$ cat config.mk
export PLATFORM = sky130hd
export DESIGN_NAME = seg_scan_ctrl
export DESIGN_NICKNAME = d
export VERILOG_FILES = /design/src/rtl/seg_scan_ctrl.sv
export SDC_FILE = /design/constraint.sdc
export NUM_CORES = 1
export LEC_CHECK = 0
export CAP_MARGIN = 5
export CORE_MARGIN = 2
export CORE_UTILIZATION = 50
export DETAILED_ROUTE_END_ITERATION = 8
export DONT_BUFFER_PORTS = 1
export GPL_TIMING_DRIVEN = 0
export SLEW_MARGIN = 30
export SYNTH_ARGS = -nofsm -noshare
export SYNTH_HDL_FRONTEND = slang
export SYNTH_SLANG_ARGS = --single-unit
$ cat constraint.sdc
create_clock -name clk -period 5.4 [get_ports clk]
set_clock_uncertainty 0.15 [all_clocks]
set_input_delay 0.27 -clock clk [delete_from_list [all_inputs] [get_ports clk]]
set_output_delay 0.27 -clock clk [all_outputs]
set_load 0.005 [all_outputs]
$ cat src/rtl/seg_scan_ctrl.sv
// Multiplexed 8-digit seven-segment scanner with a double-buffered digit store.
// New digits are written to a shadow buffer and copied to the displayed buffer only on a frame wrap.
module seg_scan_ctrl #(
    parameter int SCAN_DIV  = 50000,
    parameter int BLANK_CYC = 8
) (
    input  logic       clk,
    input  logic       rstb,
    input  logic       en,
    input  logic       lzb,
    input  logic       wr_en,
    input  logic [2:0] wr_addr,
    input  logic [3:0] wr_data,
    input  logic       wr_dp,
    input  logic       commit,
    output logic       commit_pend,
    output logic       frame_done,
    output logic [7:0] digit,
    output logic [7:0] seg_data
);

    localparam int PW = $clog2(SCAN_DIV);
    localparam logic [PW-1:0] PCNT_MAX  = PW'(SCAN_DIV - 1);
    localparam logic [PW-1:0] BLANK_END = PW'(BLANK_CYC);

    // Each entry is {value[3:0], dp}
    logic [4:0]    shadow [8];
    logic [4:0]    active [8];
    logic [PW-1:0] pcnt;
    logic [2:0]    idx;

    logic       slot_end;
    logic       boundary;
    logic       do_copy;
    logic [4:0] cur;
    logic       prefix_blank;
    logic       zero_blank;
    logic [7:0] digit_nxt;
    logic [7:0] seg_nxt;

    function automatic logic [6:0] glyph(input logic [3:0] v);
        case (v)
            4'd0:    glyph = 7'h7E;
            4'd1:    glyph = 7'h30;
            4'd2:    glyph = 7'h6D;
            4'd3:    glyph = 7'h79;
            4'd4:    glyph = 7'h33;
            4'd5:    glyph = 7'h5B;
            4'd6:    glyph = 7'h5F;
            4'd7:    glyph = 7'h70;
            4'd8:    glyph = 7'h7F;
            4'd9:    glyph = 7'h7B;
            default: glyph = 7'h00;
        endcase
    endfunction

    assign slot_end = (pcnt == PCNT_MAX);
    assign boundary = slot_end && (idx == 3'd7);
    // A commit arriving in the boundary cycle itself is honoured at that boundary
    assign do_copy  = boundary && (commit_pend || commit);

    always_comb begin
        cur          = active[idx];
        prefix_blank = 1'b1;
        for (int j = 0; j < 7; j++) begin
            if ((3'(j) < idx) && (active[j][4:1] != 4'd0) && (active[j][4:1] < 4'd10)) begin
                prefix_blank = 1'b0;
            end
        end
        zero_blank = lzb && (idx != 3'd7) && (cur[4:1] == 4'd0) && prefix_blank;

        digit_nxt = (!en || (pcnt < BLANK_END)) ? 8'h00 : (8'h80 >> idx);
        if (digit_nxt == 8'h00) begin
            seg_nxt = 8'h00;
        end else if (zero_blank) begin
            seg_nxt = {7'b0, cur[0]};
        end else begin
            seg_nxt = {glyph(cur[4:1]), cur[0]};
        end
    end

    // Copy reads the pre-edge shadow, so a same-cycle write only lands in shadow
    always_ff @(posedge clk) begin
        if (!rstb) begin
            pcnt        <= '0;
            idx         <= 3'd0;
            commit_pend <= 1'b0;
            frame_done  <= 1'b0;
            digit       <= 8'h00;
            seg_data    <= 8'h00;
            for (int k = 0; k < 8; k++) begin
                shadow[k] <= 5'b1111_0;
                active[k] <= 5'b1111_0;
            end
        end else begin
            pcnt       <= slot_end ? '0 : pcnt + 1'b1;
            idx        <= slot_end ? idx + 3'd1 : idx;
            frame_done <= boundary;
            digit      <= digit_nxt;
            seg_data   <= seg_nxt;

            if (boundary) begin
                commit_pend <= 1'b0;
            end else if (commit) begin
                commit_pend <= 1'b1;
            end

            if (do_copy) begin
                for (int k = 0; k < 8; k++) begin
                    active[k] <= shadow[k];
                end
            end

            if (wr_en) begin
                shadow[wr_addr] <= {wr_data, wr_dp};
            end
        end
    end

endmodule

**Word level (Yosys, flattened, before mapping)**

Memories as Yosys holds them, arrays and structs flattened. A register that Yosys moved wholly into a read port is not among the register bits.
Cells that the tools add are included.

- Word-level logic and storage cells: 103
- Memory bits (writable): 80
- Bits in read-only memories: 112
- Memories kept: 3
- Input port bits: 14
- Latch bits: 0
- Flip-flop bits (word level): 30
- Output and inout port bits: 18

Memories:

| name | depth | bits a word | read ports | clocked after Yosys merged registers in | write ports | RTL line | text |
|---|---|---|---|---|---|---|---|
| (name not given) | 16 | 7 | 1 | 1 | 0 | 42 | `case (v)` |
| active | 8 | 5 | 8 | 1 | 8 | 28 | `logic [4:0] active [8];` |
| shadow | 8 | 5 | 8 | 0 | 8 | 27 | `logic [4:0] shadow [8];` |

- Magnitude comparators: 15
- Bitwise gates (word level): 9
- Shift operators: 1
- Div/mod/pow operators: 0
- $mul: 0
- Equality and inequality tests: 3
- Multiplexer cells: 28
- Reduce and logical (&&, ||, !) cells: 36
- Add/sub/neg operators: 2

Operators with widths:

| kind | count |
|---|---|
| $mux 5 | 9 |
| $lt 4x4->1 const B | 7 |
| $reduce_bool 4->1 | 7 |
| $logic_and 1x1->1 | 19 |
| $add 16x1->16 const B | 1 |
| $eq 16x16->1 const B | 1 |
| $lt 16x4->1 const B | 1 |
| $mux 1 | 15 |
| $lt 3x3->1 const A | 3 |
| $mux 3 | 3 |
| $logic_not 8->1 | 1 |
| $mux 8 | 1 |
| $or 1x1->1 | 8 |
| $shr 8x3->8 const A | 1 |
| $lt 1x3->1 const A | 2 |
| $lt 2x3->1 const A | 2 |
| $reduce_or 2->1 | 3 |
| $reduce_or 5->1 | 1 |
| $logic_not 4->1 | 1 |
| $add 3x1->3 const B | 1 |
| $eq 3x3->1 const B | 1 |
| $ne 3x3->1 const B | 1 |
| $reduce_or 3->1 | 1 |
| $logic_or 1x1->1 | 2 |
| other kinds (2) | 2 |

**Longest topological paths before layout**

Gate-level depths: netlist of the first run.

- Depth after elaboration: 12
- Depth in mapped cells: 8
- Depth with buffers taken out: 7

**Worst setup path before layout of the first run**

Ideal clock, no wire load.

- Path type: register to register
- Start point: register pcnt[10]
- End point: memory active[0][0] (enable)
- Clock period less this slack: 4.768 ns
- Setup time: 0.493 ns
- Path buffers: 0
- Stages on the path, launching flop included: 6
- Data arrival time: 4.126 ns
- Data required time: 4.757 ns
- Slack: 0.632 ns
- Path through: dfxtp_1 > nor4_2 > nand2_1 > nor4_4 > nand2_1 > o21ai_0

RTL lines:

| element | RTL line | text |
|---|---|---|
| start, declared | 29 | `logic [PW-1:0] pcnt;` |
| start signal, assigned | 96 | `pcnt <= slot_end ? '0 : pcnt + 1'b1;` |
| end, declared | 28 |  |

==> results.md, run 1 <==
- Worst slew pin tran: 0.722 ns
- CP Capture Type: flip-flop
- Pin count of the biggest net entering global routing: 23
- Cell Pwr Density: 343 mW/mm^2
- DR vias: 3115
- Top cell type's share of synthesized area: 0.457
- Cell Rows: 37
- Max Cap Viol: 0
- Critical Path Fanout Max: 22
- Die Height: 106 microns
- Final nets: 471
- Status: finished clean
- Antenna-violating nets left: 0
- Layout cell share with drive strength beyond 1: 0.111
- Syn_area_per_cell: 12.8 sq um
- Worst-Skew Late Latency: 0.51 ns
- Most common cell after layout, fill and taps aside: edfxtp_1
- Crit path required time: 5.46 ns
- Synthesized area: 0.00525 sq mm
- Post-route DRC: 0
- Initial antenna violation count: 0
- CP peak stage delay: 0.56 ns
- Main flop type after synthesis: edfxtp_1
- PostCTS Resize Cnt: 0
- Port Buffer Count: 0
- WP data arrival: 2.90 ns
- WL/cell: 16.7 microns
- Vias per cell: 5.24
- Max-slew violations: 0
- Psw: 0.426 mW
- Min Tclk post-route: 2.84 ns
- DP Wirelength: 6860 microns
- CTS sink cnt: 120
- N_diodes: 0
- Number of global-route vias before repair: 3070
- CP Buf/Inv Count: 1
- Final period util: 0.526
- Dpl cell area: 0.00546 sq mm
- Setup Crit Path Kind: flip-flop to flip-flop
- First-pass GRT wire length: 16300 microns
- Sw Share: 0.202
- TritonRoute pass-1 iters: 4
- Worst IR Drop VDD: 0.149 mV
- Ports: 32
- Leakage power: 2.03 nW
- Cells after DPL: 548
- Die extent in x: 106 microns
- Root Buffer: clkbuf_8
- Crit path cell chain: nor4_2 -> nand2_1 -> nor4_4 -> nand2_1 -> o21ai_4 -> buf_16
- Synth Instances: 411
- Most frequent cells in the layout: edfxtp_1, nand2b_1, dfxtp_1, nor2_1, nand2_1
- Hold Fails Final Rpt: 0
- H-Tree Level Count: 4
- Endpoints failing setup: 0
- Number of synthesized flops with an enable pin: 80
- Comb pwr share: 0.030
- Setup crit start kind: flip-flop
- Iter 0 DRT Violations: 179
- Final Core Density: 0.599
- Crit path top cell by count: nand2_1
- Distinct cell type count after synthesis: 44
- Synth Register Bits: 120
- Finished Layout Cells: 594
- Initial Utilization: 0.511
- Clock network power share: 0.486
- Async set or reset register ratio after synthesis: 0
- CTS Buf Count: 17
- Area leader, netlist: edfxtp_1
- Core Area: 0.0103 sq mm
- Yosys Warn Count: 0
- Mapped Nets: 437
- Final Cell Area: 0.00616 sq mm
- Relative slew slack: 0.513
- Slowest CP cell: o21ai_4
- Global-route usage over all layers: 0.195
- Area grow syn2layout: 17.2%
- Place WS: 2.54 ns
- Hold crit path type: primary input to flip-flop
- RSZ-0062 raised after global routing: false
- Die area: 0.0113 sq mm
- Top post-synthesis cells by area: edfxtp_1, dfxtp_1, nand2b_1, mux4_1, ha_1
- Grt total ovfl: 0
- Sequential share of the synthesized area: 0.610
- Routed WL: 9920 microns
- Worst setup margin: 2.56 ns
- Internal power: 1.69 mW
- CTS max path bufs: 2
- Clock slew at reported path FFs: 0.06 ns
- Register share of total power: 0.484
- Routability cong.: 0.849
- CTS tree: yes
- F_max: 352 MHz
- Crit-path leading delay family: simple AND/OR/NAND/NOR gates
[what timing repair did]
action / in CTS / in global routing
hold endpoints to repair: 46 / 0
setup buffers: 0 / 0
hold buffers: 14 / 0
[through the flow]
| stage | power [mW] | TNS, ns | hold slack, ns |
|---|---|---|---|
| floorplan | 1.07 | 0 | 0.280 |
| CTS | 2.13 | 0 | 0.0212 |
| global route | 2.19 | 0 | 0.0704 |
| global placement | 1.09 | -24.71 | 0.294 |
| detailed placement | 1.09 | 0 | 0.303 |
| finish | 2.11 | 0 | 0.0486 |
[Yosys cell counts, types with 7 or more instances]
cell and instances:
xor2_1 7, and2_1 14, inv_1 11, dfxtp_1 40
edfxtp_1 80, o21ai_0 12, nand2_1 22, and3_1 9
nor2_1 28, mux4_1 10, or3_1 8, mux2i_1 7
or4_1 7, nor3_1 8, ha_1 12, nand2b_1 59
nand4_1 7, clkbuf_1 9, a21oi_1 7, xnor2_1 8
[final timing paths]
| path | slack (ns) | start | end | depth (start not counted) |
|---|---|---|---|---|
| worst min register to register | 0.31 | pcnt[0]$_SDFF_PP0_ | pcnt[0]$_SDFF_PP0_ | 1 |
| worst max register to register | 2.56 | pcnt[10]$_SDFF_PP0_ | active[1][4]$_SDFFCE_PN1P_ | 6 |
| worst min-delay path | 0.05 | rstb | active[6][3]$_SDFFCE_PN1P_ | 2 |
| worst max-delay path | 2.56 | pcnt[10]$_SDFF_PP0_ | active[1][4]$_SDFFCE_PN1P_ | 6 |
[cell families after synthesis]
group / synth area share
adder cells (fa/ha/maj): 0.0286
XOR/XNOR: 0.0250
multiplexers: 0.0719
buffers and inverters: 0.0231
AO/OA/AOI/OAI: 0.0345
flip-flops: 0.610
AND/OR/NAND/NOR: 0.207
[final cells by class]
cell class              instances  area (sq um)
fillers                       830          4120
flip-flops and latches        120          3200
multi-input cells             264          1940
clock buffers                  25           517
well taps                     136           170
repair buffers                 15           168
plain buffers                  16          80.1
inverters                      11          41.3
clock inverters                 7          37.5
[state kept, by name, indices dropped and copies added, names as in the netlist, named ones only]
signal and count:
frame_done 1, commit_pend 1, idx 3, pcnt 16, shadow 40, active 40, seg_data 8, digit 8
[power groups by stage]
stage / Sequential (mW) / Combinational [mW] / Clock, mW
finish: 1.02 / 0.0634 / 1.03
global route: 1.03 / 0.0704 / 1.09
CTS: 1.02 / 0.0639 / 1.05
detailed placement: 1.04 / 0.0530 / 0
global placement: 1.04 / 0.0489 / 0
floorplan: 1.04 / 0.0391 / 0
[routing by layer]
metal	vias to the layer above	global-route usage	wire length [microns]
li1	1568	-	-
met1	1477	0.256	4620
met2	64	0.310	4880
met3	6	0.0582	349
met4	0	0.0686	73
met5	-	0	0
(Power assumes the default switching activity.)
==> inputs of run 2 (changes only) <==
Clock period 5.4 ns to 3 ns, I/O delays scaled along.
==> results.md, run 2 (synthesized netlist as in run 1, its figures left out) <==
- Die area: 0.0113 sq mm (unchanged)
- Hold crit path type: primary input to flip-flop
- Ports: 32 (unchanged)
- Relative slew slack: 0.512 (-0.00121)
- Finished Layout Cells: 599 (+0.84%)
- WHS Path Cells: 3 (+1)
- CTS max path bufs: 2 (unchanged)
- Worst-Skew Late Latency: 0.52 ns (about the same)
- Port Buffer Count: 0 (unchanged)
- Largest regs: active (40), shadow (40), pcnt (16)
- Worst reg2reg startpoint: pcnt[0]$_SDFF_PP0_
- WHS Endpoint: active[5][1]$_SDFFCE_PN1P_
- CP Capture Type: flip-flop
- Max Cap Viol: 0 (unchanged)
- Final period util: 0.848 (+0.322)
- DP Wirelength: 6980 microns (+1.7%)
- Worst IR Drop VDD: 0.335 mV (+130%)
- CTS tree: yes
- Worst hold start: commit
- Max-slew violations: 0 (unchanged)
- Core Area: 0.0103 sq mm (unchanged)
- Root Buffer: clkbuf_8
- Grt total ovfl: 0 (unchanged)
- Routability cong.: 0.851 (+0.21%)
- Cell Rows: 37 (unchanged)
- Die extent in x: 106 microns (unchanged)
- Number of global-route vias before repair: 3160 (+2.9%)
- PostCTS Resize Cnt: 0 (unchanged)
- Hold Fails Final Rpt: 0 (unchanged)
- Final nets: 476 (+1.1%)
- DR vias: 3161 (+1.5%)
- Die Height: 106 microns (unchanged)
- FF-to-FF path depth: 6 (unchanged)
- Flop2flop setup slack: 0.46 ns (-2.10 ns)
- Initial antenna violation count: 0 (unchanged)
- Setup crit start kind: flip-flop
- F_max: 393 MHz (+12%)
- WP data arrival: 2.61 ns (-0.29 ns)
- Dpl cell area: 0.00546 sq mm (unchanged)
- Final Cell Area: 0.00621 sq mm (+0.87%)
- Crit path required time: 3.07 ns (-2.39 ns)
- TritonRoute pass-1 iters: 4 (unchanged)
- Place WS: 0.189 ns (-2.35 ns)
- Iter 0 DRT Violations: 129 (-28%)
- Vias per cell: 5.28 (+0.63%)
- Routed WL: 10000 microns (+1.1%)
- Post-route DRC: 0 (unchanged)
- Most common cell after layout, fill and taps aside: edfxtp_1
- RSZ-0062 raised after global routing: false
- Cells after DPL: 548 (unchanged)
- Setup Crit Path Kind: flip-flop to flip-flop
- H-Tree Level Count: 4 (unchanged)
- Min Tclk post-route: 2.54 ns (-0.296 ns)
- Global-route usage over all layers: 0.197 (+0.00198)
- Leakage power: 2.05 nW (+1.0%)
- N_diodes: 0 (unchanged)
- Initial Utilization: 0.511 (unchanged)
- CTS sink cnt: 120 (unchanged)
- Area grow syn2layout: 18.2%
- Status: finished clean
- Cell Pwr Density: 623 mW/mm^2 (+81%)
- Critical Path Fanout Max: 8 (-64%)
- Terminus of the critical flop-to-flop path: active[7][0]$_SDFFCE_PN0P_
- Layout cell share with drive strength beyond 1: 0.127 (+0.0161)
- Endpoints failing setup: 0 (unchanged)
- Antenna-violating nets left: 0 (unchanged)
- First-pass GRT wire length: 16500 microns (+1.3%)
- Pin count of the biggest net entering global routing: 24 (+4.3%)
- CTS Buf Count: 17 (unchanged)
- Final Core Density: 0.604 (+0.00523)
- Most frequent cells in the layout: edfxtp_1, nand2b_1, dfxtp_1, nor2_1, nand2_1
- WL/cell: 16.7 microns (+0.30%)
- Worst setup margin: 0.456 ns (-2.10 ns)
- Clock slew at reported path FFs: 0.06 ns (about the same)
- Worst slew pin tran: 0.724 ns (+0.00179 ns)
[run 2: cell count changes in the layout (fill, tap and decap cells not counted), moves of 2 or more]
cell        previous run  this run
clkinv_4               0         2
buf_4                  2         8
clkinv_2               5         2
clkinvlp_4             0         3
[run 2: area by class of cell]
cell class | count | area [sq um]
fillers | 829 | 4070
flip-flops and latches | 120 | 3200
multi-input cells | 264 | 1950
clock buffers | 22 | 474
repair buffers | 20 | 203
well taps | 136 | 170
clock inverters | 10 | 92.6
plain buffers | 16 | 80.1
inverters | 11 | 41.3
[run 2: critical path, stage by stage, from the launching register on]
cell and delay [ns]:
dfxtp_1 0.37, ha_1 0.20, nand3_1 0.25, nor4_4 0.55, nand2_1 0.18, o21ai_4 0.32, buf_4 0.22
[run 2: repair_timing]
action / CTS / global route
hold endpoints to repair: 68 / 0
buffers inserted: 0 / 6
endpoints found under the setup margin: 0 / 23
hold buffers: 13 / 0
[run 2: metal layers]
layer | vias to the layer above | wire length (microns) | global-route usage
li1 | 1578 | - | -
met1 | 1499 | 4680 | 0.267
met2 | 71 | 4830 | 0.309
met3 | 13 | 397 | 0.0417
met4 | 0 | 117 | 0.0853
met5 | - | 0 | 0
[run 2: stage by stage]
stage / hold WS [ns] / total power, mW / TNS, ns
finish: 0.0696 / 3.87 / 0
global route: 0.0825 / 3.99 / 0
CTS: 0.0832 / 3.89 / 0
detailed placement: 0.183 / 1.97 / 0
global placement: 0.180 / 1.96 / -20.30
floorplan: 0.160 / 1.93 / 0
[run 2: worst max-delay path by stage]
stage | startpoint | end | slack [ns]
after floorplan | pcnt[10]$_SDFF_PP0_ | active[0][0]$_SDFFCE_PN0P_ | 0.05
after global placement | pcnt[10]$_SDFF_PP0_ | active[0][4]$_SDFFCE_PN1P_ | -0.51
after detailed placement | pcnt[0]$_SDFF_PP0_ | active[0][3]$_SDFFCE_PN1P_ | 0.19
after CTS | pcnt[0]$_SDFF_PP0_ | active[2][1]$_SDFFCE_PN1P_ | 0.18
after global routing | pcnt[0]$_SDFF_PP0_ | active[7][0]$_SDFFCE_PN0P_ | 0.21
final | pcnt[0]$_SDFF_PP0_ | active[7][0]$_SDFFCE_PN0P_ | 0.46
[run 2: where the power goes]
| group | switching (mW) | internal [mW] | leakage [nW] |
|---|---|---|---|
| registers | 0.0217 | 1.82 | 1.06 |
| logic | 0.0709 | 0.0518 | 0.724 |
| clock network | 0.714 | 1.19 | 0.273 |
| total | 0.807 | 3.06 | 2.05 |
==> inputs of run 3 (changes only) <==
Settings changed: PLACE_DENSITY from default to 0.68.
Clock period 3 ns to 2.11 ns, I/O delays scaled along.
==> results.md, run 3 (synthesized netlist as in run 1, its figures left out) <==
- Multi-input logic area: 0.00207 sq mm (+6.3%)
- Number of global-route vias before repair: 3329 (+5.3%)
- Initial antenna violation count: 1 (+1)
- DP Wirelength: 6950 microns (-0.39%)
- FILL cells: 764 (-7.8%)
- Critical Path Fanout Max: 8 (unchanged)
- F_max: 462 MHz (+18%)
- CTS max path bufs: 2 (unchanged)
- Port Buffer Count: 0 (unchanged)
- CTS Buf Count: 17 (unchanged)
- CP peak stage delay: 0.36 ns (-0.19 ns)
- Hold_ws: -0.0228 ns (-0.0924 ns)
- Cell Pwr Density: 861 mW/mm^2 (+38%)
- CP Capture Type: flip-flop
- First-pass GRT wire length: 17300 microns (+5.0%)
- Crit-path leading delay family: simple AND/OR/NAND/NOR gates
- Most common cell after layout, fill and taps aside: edfxtp_1
- Hold Fails Final Rpt: 5 (+5)
- Vias per cell: 5.31 (+0.70%)
- Slowest CP cell: dfxtp_4
- Root Buffer: clkbuf_8
- Die area: 0.0113 sq mm (unchanged)
- Flop2flop setup slack: -0.05 ns (-0.51 ns)
- Status: finished, violations left
- Dpl cell area: 0.00552 sq mm (+0.99%)
- Pin count of the biggest net entering global routing: 18 (-25%)
- Die extent in x: 106 microns (unchanged)
- Post-route DRC: 0 (unchanged)
- Leakage power: 2.29 nW (+11%)
- FF/Latch Area: 0.00322 sq mm (+0.51%)
- N_diodes: 0 (unchanged)
- Routed WL: 11000 microns (+9.6%)
- Antenna-violating nets left: 0 (unchanged)
- Ports: 32 (unchanged)
- Initial Utilization: 0.511 (unchanged)
- CTS tree: yes
- WL/cell: 17.4 microns (+4.2%)
- Final Core Density: 0.659 (+0.0544)
- Min Tclk post-route: 2.16 ns (-0.382 ns)
- Max-slew violations: 0 (unchanged)
- Die Height: 106 microns (unchanged)
- Core Area: 0.0103 sq mm (unchanged)
- CP Buf/Inv Count: 3 (+2)
- Routability cong.: 0.805 (-5.4%)
- Final period util: 1.02 (+0.177)
- Area grow syn2layout: 28.9%
- Relative slew slack: 0.510 (-0.00188)
- Max Cap Viol: 0 (unchanged)
- Cell Rows: 37 (unchanged)
- Crit path required time: 2.20 ns (-0.87 ns)
- Final nets: 507 (+6.5%)
- H-Tree Level Count: 4 (unchanged)
- Worst IR Drop VDD: 0.681 mV (+100%)
- Worst setup margin: -0.0522 ns (-0.508 ns)
- Endpoints failing setup: 25 (+25)
- Hold crit path type: primary input to flip-flop
- Most frequent cells in the layout: edfxtp_1, nand2b_1, dfxtp_1, nor2_1, dlygate4sd3_1
- Place WS: -0.396 ns (-0.585 ns)
- Worst-Skew Late Latency: 0.52 ns (about the same)
- Final Cell Area: 0.00677 sq mm (+9.0%)
- Tot Pwr: 5.83 mW (+51%)
- WP data arrival: 2.25 ns (-0.36 ns)
- Iter 0 DRT Violations: 196 (+52%)
- Clock slew at reported path FFs: 0.06 ns (about the same)
- Failing checks: hold timing, setup timing
- Crit path cell chain: nor4_4 -> nand2_2 -> nor4_4 -> buf_4 -> nand2_4 -> o21ai_4 -> clkbuf_16 -> clkbuf_16
- CTS sink cnt: 120 (unchanged)
- Largest regs: active (40), shadow (40), pcnt (16)
- Global-route usage over all layers: 0.205 (+0.00780)
- DR vias: 3348 (+5.9%)
- Setup crit start kind: flip-flop
- Grt total ovfl: 0 (unchanged)
- RSZ-0062 raised after global routing: true
- Worst slew pin tran: 0.727 ns (+0.00279 ns)
- Setup Crit Path Kind: flip-flop to flip-flop
- Layout cell share with drive strength beyond 1: 0.245 (+0.118)
- TritonRoute pass-1 iters: 4 (unchanged)
==> run 3: through the flow <==
| stage | hold WS [ns] | instances | setup TNS [ns] |
|---|---|---|---|
| 6_report | -0.0228 | 630 | -0.696 |
| 5_1_grt | 0.0268 | 630 | -5.21 |
| 4_1_cts | 0.0260 | 618 | -4.83 |
| 3_5_place_dp | 0.138 | 549 | -17.22 |
| 3_3_place_gp | 0.135 | 547 | -35.32 |
| 2_1_floorplan | 0.115 | 411 | -15.23 |
==> run 3: layout make-up <==
type / count / area share
clock inverter: 14 / 0.0290
tap: 136 / 0.0251
clock buffer: 18 / 0.0617
sequential: 120 / 0.476
buffer: 16 / 0.0163
multi-input combinational: 264 / 0.306
timing repair buffer: 51 / 0.0806
inverter: 11 / 0.00610
==> run 3: worst reg2reg max path: stages (launching register included) <==
cell and delay (ns):
dfxtp_4 0.36, nor4_4 0.30, nand2_2 0.11, nor4_4 0.17, buf_4 0.17, nand2_4 0.04
o21ai_4 0.22, clkbuf_16 0.21, clkbuf_16 0.15
==> run 3: repair_timing <==
action / CTS / global route
cloned: 1 / 3
setup buffers: 14 / 10
hold buffers: 22 / 0
hold endpoints to repair: 74 / 0
setup endpoints to repair: 87 / 101
pin swaps: 5 / 11
gates resized for setup: 18 / 43
==> run 3: worst paths after layout <==
kind	from	end	cells after the start
worst max register to register	pcnt[10]$_SDFF_PP0_	active[4][4]$_SDFFCE_PN1P_	8
worst min-delay path	wr_addr[1]	shadow[0][0]$_SDFFCE_PN0P_	3
worst max-delay path	pcnt[10]$_SDFF_PP0_	active[4][4]$_SDFFCE_PN1P_	8
worst min register to register	pcnt[0]$_SDFF_PP0_	pcnt[0]$_SDFF_PP0_	1
==> run 3: power breakdown <==
part	total, mW	internal, mW	switching [mW]
clock	2.99	1.93	1.07
sequential	2.62	2.58	0.0360
combinational	0.217	0.104	0.113
total	5.83	4.61	1.22
==> run 3: metal layers <==
metal / wire (microns) / GRT usage / part of all wire
met1: 4700 / 0.270 / 0.43
met3: 538 / 0.0601 / 0.049
met5: 0 / 0 / 0
met4: 137 / 0.0622 / 0.012
met2: 5620 / 0.330 / 0.51
